--- config.mk ---
export PLATFORM = sky130hd
export DESIGN_NAME = mem_arbiter
export DESIGN_NICKNAME = d
export VERILOG_FILES = /design/src/rtl/mem_arbiter.sv
export SDC_FILE = /design/constraint.sdc
export NUM_CORES = 1
export LEC_CHECK = 0
export ABC_CLOCK_PERIOD_IN_PS = 5800
export CAP_MARGIN = 15
export CORE_AREA = 2 2 114 116
export CTS_CLUSTER_DIAMETER = 100
export CTS_CLUSTER_SIZE = 16
export DETAILED_ROUTE_END_ITERATION = 10
export DIE_AREA = 0 0 116 118
export DONT_BUFFER_PORTS = 1
export SYNTH_ARGS = -nofsm -noshare
export SYNTH_HDL_FRONTEND = slang
export SYNTH_SLANG_ARGS = --single-unit
--- constraint.sdc ---
create_clock -name clk -period 5.8 [get_ports clk]
set_input_delay 1.16 -clock clk [delete_from_list [all_inputs] [get_ports clk]]
set_output_delay 1.16 -clock clk [all_outputs]
set_load 0.03 [all_outputs]
--- src/rtl/mem_arbiter.sv ---
// Round-robin arbiter sharing one mem (1 write port, 1 registered read port) among NREQ requesters.
// Latency: grants are combinational; read response arrives one cycle after the read grant.
// Backpressure: req_ready gates each requester; a same-address read is deferred one cycle behind a write.
module mem_arbiter #(
    parameter int NREQ  = 4,
    parameter int W     = 32,
    parameter int DEPTH = 256,
    parameter int AW    = $clog2(DEPTH)
) (
    input  logic                clk,
    input  logic                rst,
    input  logic [NREQ-1:0]     req_valid,
    input  logic [NREQ-1:0]     req_we,
    input  logic [NREQ*AW-1:0]  req_addr,
    input  logic [NREQ*W-1:0]   req_wdata,
    output logic [NREQ-1:0]     req_ready,
    output logic [NREQ-1:0]     rsp_valid,
    output logic [W-1:0]        rsp_data,
    output logic                write,
    output logic [AW-1:0]       write_addr,
    output logic [W-1:0]        write_data,
    output logic [AW-1:0]       read_addr,
    input  logic [W-1:0]        read_data
);

    localparam int PW = $clog2(NREQ);

    logic [PW-1:0]   wptr_q, wptr_d, rptr_q, rptr_d;
    logic            hold_q, hold_d;
    logic [AW-1:0]   write_addr_q, write_addr_d;
    logic [W-1:0]    write_data_q, write_data_d;
    logic [AW-1:0]   read_addr_q, read_addr_d;
    logic [NREQ-1:0] rsp_valid_q, rsp_valid_d;
    logic [NREQ-1:0] req_ready_c;

    logic [NREQ-1:0] w_elig, r_elig;
    logic            w_found, r_found;
    logic [PW-1:0]   w_idx, r_idx, w_try, r_try;
    logic [AW-1:0]   waddr_c, raddr_c;
    logic [W-1:0]    wdata_c;
    logic            wr_gnt, rd_cand, rd_gnt, coll;

    function automatic logic [PW-1:0] ptr_inc(input logic [PW-1:0] p);
        return (p == PW'(NREQ - 1)) ? '0 : p + 1'b1;
    endfunction

    assign w_elig = req_valid & req_we;
    assign r_elig = req_valid & ~req_we;

    // Pick the first eligible requester at or after each pointer, wrapping modulo NREQ.
    always_comb begin
        w_found = 1'b0;
        w_idx   = '0;
        w_try   = '0;
        r_found = 1'b0;
        r_idx   = '0;
        r_try   = '0;
        for (int k = 0; k < NREQ; k++) begin
            w_try = PW'((int'(wptr_q) + k) % NREQ);
            if (!w_found && w_elig[w_try]) begin
                w_found = 1'b1;
                w_idx   = w_try;
            end
            r_try = PW'((int'(rptr_q) + k) % NREQ);
            if (!r_found && r_elig[r_try]) begin
                r_found = 1'b1;
                r_idx   = r_try;
            end
        end
    end

    assign waddr_c = req_addr[w_idx*AW +: AW];
    assign wdata_c = req_wdata[w_idx*W +: W];
    assign raddr_c = req_addr[r_idx*AW +: AW];

    // The write port is idle for one cycle after a collision so the deferred read always wins next.
    assign wr_gnt  = w_found & ~hold_q & ~rst;
    assign rd_cand = r_found & ~rst;
    // mem samples the read before the same-edge write, so a same-address read must wait a cycle.
    assign coll    = wr_gnt & rd_cand & (raddr_c == waddr_c);
    assign rd_gnt  = rd_cand & ~coll;

    // Next-state for pointers, held mem addresses/data, hold flag and response strobe.
    always_comb begin
        wptr_d       = wptr_q;
        rptr_d       = rptr_q;
        hold_d       = coll;
        write_addr_d = write_addr_q;
        write_data_d = write_data_q;
        read_addr_d  = read_addr_q;
        rsp_valid_d  = '0;
        req_ready_c  = '0;
        if (wr_gnt) begin
            wptr_d              = ptr_inc(w_idx);
            write_addr_d        = waddr_c;
            write_data_d        = wdata_c;
            req_ready_c[w_idx]  = 1'b1;
        end
        if (rd_gnt) begin
            rptr_d              = ptr_inc(r_idx);
            read_addr_d         = raddr_c;
            req_ready_c[r_idx]  = 1'b1;
            rsp_valid_d[r_idx]  = 1'b1;
        end
    end

    // State registers; reset also drops any read response in flight.
    always_ff @(posedge clk or posedge rst) begin
        if (rst) begin
            wptr_q       <= '0;
            rptr_q       <= '0;
            hold_q       <= 1'b0;
            write_addr_q <= '0;
            write_data_q <= '0;
            read_addr_q  <= '0;
            rsp_valid_q  <= '0;
        end else begin
            wptr_q       <= wptr_d;
            rptr_q       <= rptr_d;
            hold_q       <= hold_d;
            write_addr_q <= write_addr_d;
            write_data_q <= write_data_d;
            read_addr_q  <= read_addr_d;
            rsp_valid_q  <= rsp_valid_d;
        end
    end

    // Address/data go to mem in the grant cycle; idle cycles replay the last granted values.
    assign req_ready  = req_ready_c;
    assign write      = wr_gnt;
    assign write_addr = write_addr_d;
    assign write_data = write_data_d;
    assign read_addr  = read_addr_d;
    assign rsp_valid  = rsp_valid_q;
    assign rsp_data   = read_data;

endmodule

==> summary.md <==
| Metric | Value |
|---|---|
| Final WL | 14,700 um |
| Async set or reset register ratio after synthesis | 100% |
| Detailed placement HPWL | 11,400 um |
| Total gr overflow | 0 |
| Die Height | 118 um |
| Routability cong. | 0.976 |
| Required time worst endpoint | 4640 ps |
| Clock sink total | 57 |
| Crit-path max FO | 10 |
| Worst-path clk slew | 50 ps |
| Initial antenna violation count | 0 |
| Share of cells above drive strength 1 | 12.6% |
| Fillers | 1,360 |
| Max Cap Viol | 0 |
| CP startpoint kind | primary input |
| Cell count of the worst reg-to-reg path | 11 |
| Worst Clk Skew | 4.15 ps |
| Synthesis-stage register bit count | 57 |
| Reg2reg start | wptr_q[1] |
| Slew Limit Headroom | 22.6% |
| Status | finished, final reports clean |
| Endpoint type of the worst setup path | output port |
| Worst setup path endpoint | req_ready[1] |
| TritonCTS clock tree | done |
| Post_cts resized | 0 |
| Post-synth EDFFs | 0 |
| Cell Pwr Density | 433 nW/um2 |
| Predominant post-synthesis flop cell | dfrtp_1 |
| Leading area contributor after synthesis | dfrtp_1 |
| Inserted Diodes | 0 |
| Drc violations | 0 |
| Worst Path Arrival | 4290 ps |
| Final net count | 817 |
| Setup Crit Path Kind | in2out |
| Worst-Margin Slew | 1150 ps |
| Synth top area cells | dfrtp_1, nand2_1, nand3_1 |
| Net Count, Synth | 838 |
| Initial Util | 36.0% |
| Worst min path class | reg2reg |
| Vias in the first global route | 4,205 |
| Remaining antenna violation count after routing | 0 |
| H-tree depth | 3 |
| Synth warn | 0 |
| Worst reg-to-reg setup slack | 1990 ps |
| Worst skew pair latency | 330 ps |
| P&R area growth vs syn | 11.2% |
| Largest net degree at the start of global routing | 82 |
| Routed length per instance | 18.8 um |
| Clk buf depth | 2 |
| Tmin final | 5450 ps |
| Most frequent cell after synthesis | nand2_1 |
| Critical Path Start | req_valid[1] |
| GRT Overall Usage | 21.8% |
| Synth top area share | 31.9% |
| Finished Layout Cells | 784 |
| IO Port Bufs | 0 |
| Sum Neg Setup Slack | 0 ps |
| Hold Slack | 494 ps |
| Vias per cell | 5.47 |
| Post-synth top cells | nand2_1, nand3_1, dfrtp_1 |
| Setup violators final | 0 |
| Die X | 116 um |
| RSZ-0062 raised after global routing | false |
| Drt pass-1 iters | 5 |
| First-pass GRT wire length | 23,000 um |
| F_max | 0.183 GHz |
| Cells after DPL | 768 |
| WHS Path Cells | 2 |
| Maximum VDD drop | 0.000202 V |
| Seq/Total Area, Yosys | 31.9% |
| Vias | 4,285 |
| Die ar. | 13,700 um2 |
| Fin. max-slew vios | 0 |
| Synthesized area per cell | 7.12 um2 |
| Final hold vios | 0 |
| Leakage | 2.36 nW |
| Total core area | 12,400 um2 |
| Row cnt | 41 |
| Root Buffer | clkbuf_16 |
| Post-CTS Repair Setup Buffers | 0 |
| Yosys cell types | 55 |
| Post-Synthesis Cells | 628 |
| I/O Pins | 291 |
| Hold_buf cts | 0 |
| Reg2Reg Capture Point | rptr_q[1] |
| Post-synth design cell area | 4470 um2 |
| Total CTS buffers | 9 |
| Fin crit share | 94.0% |
| Iter 0 DRT Violations | 317 |
[kinds of logic (layout without fill, tap and decap cells)]
kind of cell    count (synthesis)  count (layout)  synth area share (%)
compound gates                109             109                  16.7
xor+xnor                        4               4                 0.783
fa+ha+maj                       8               8                  2.24
buf+inv                        95              79                  11.0
flops                          57              57                  31.9
mux                            21              21                  4.95
simple gates                  334             334                  32.4
[where the power goes]
group / switching (mW) / internal [mW] / total, mW
Sequential: 0.0474 / 0.506 / 0.553
Clock: 0.191 / 0.485 / 0.677
Combinational: 0.641 / 0.283 / 0.925
[area by class of cell]
type / instances / area, um2 / share of cell area [%]
inverter: 25 / 93.8 / 1.89
multi-input combinational: 476 / 2560 / 51.5
sequential: 57 / 1430 / 28.7
timing repair buffer: 38 / 298 / 5.99
tap: 172 / 215 / 4.33
clock inverter: 5 / 125 / 2.52
clock buffer: 11 / 253 / 5.08
[critical path: stages]
cell      delay (ps)
and2_1           160
o311ai_2         500
buf_4            240
a21boi_0          90
o32ai_1          460
a21o_1           140
nand4_1          140
or4_4            460
o21ai_4          400
buf_4            260
o21ai_1           90
buf_4            170
[per-stage QoR]
stage | cell area (um2) | total power [mW] | setup slack (ps) | utilization [%]
final | 4970 | 2.15 | 349 | 40.1
after global routing | 4970 | 2.28 | 165 | 40.1
after CTS | 4970 | 2.18 | 286 | 40.1
after detailed placement | 4600 | 1.49 | 282 | 37.0
after global placement | 4600 | 1.47 | 416 | 37.0
after floorplan | 4470 | 1.28 | 455 | -
[worst min path at each step]
stage	slack, ps	to	start
after global placement	480	write_data_q[20]	write_data_q[20]
after CTS	500	write_data_q[20]	write_data_q[20]
after floorplan	490	wptr_q[0]	wptr_q[0]
after detailed placement	490	write_data_q[20]	write_data_q[20]
after global routing	530	write_data_q[20]	write_data_q[20]
final	490	write_data_q[20]	write_data_q[20]
[routing by layer]
layer  GRT usage, %  vias up  part of all wire, %
met5              0        -                    0
met4           8.56        0                  1.9
met3           6.54       27                  8.4
met2           36.0      194                   51
met1           26.3     2024                   39
li1               -     2040                    -
[layout by cell type (no fill, tap or decap), types with 4 or more instances in the layout]
| cell | instances |
|---|---|
| nand2_1 | 222 |
| nand3_1 | 73 |
| dfrtp_1 | 57 |
| o21ai_0 | 40 |
| buf_4 | 37 |
| inv_1 | 20 |
| a21oi_1 | 16 |
| o211ai_1 | 13 |
| mux2i_1 | 12 |
| clkbuf_16 | 9 |
| ha_1 | 8 |
| nor2_1 | 7 |
| and2_1 | 6 |
| and3_1 | 5 |
| mux2_1 | 5 |
| inv_2 | 4 |
| nand2b_1 | 4 |
| o22ai_1 | 4 |
| o32ai_1 | 4 |
| mux2_2 | 4 |
| o21ai_1 | 4 |
| bufinv_16 | 4 |
[state kept, by name (all words and copies together), names as in the netlist]
register,count
hold_q,1
read_addr_q,8
rptr_q,2
rsp_valid,4
wptr_q,2
write_addr_q,8
write_data_q,32
(Power assumes the default switching activity.)
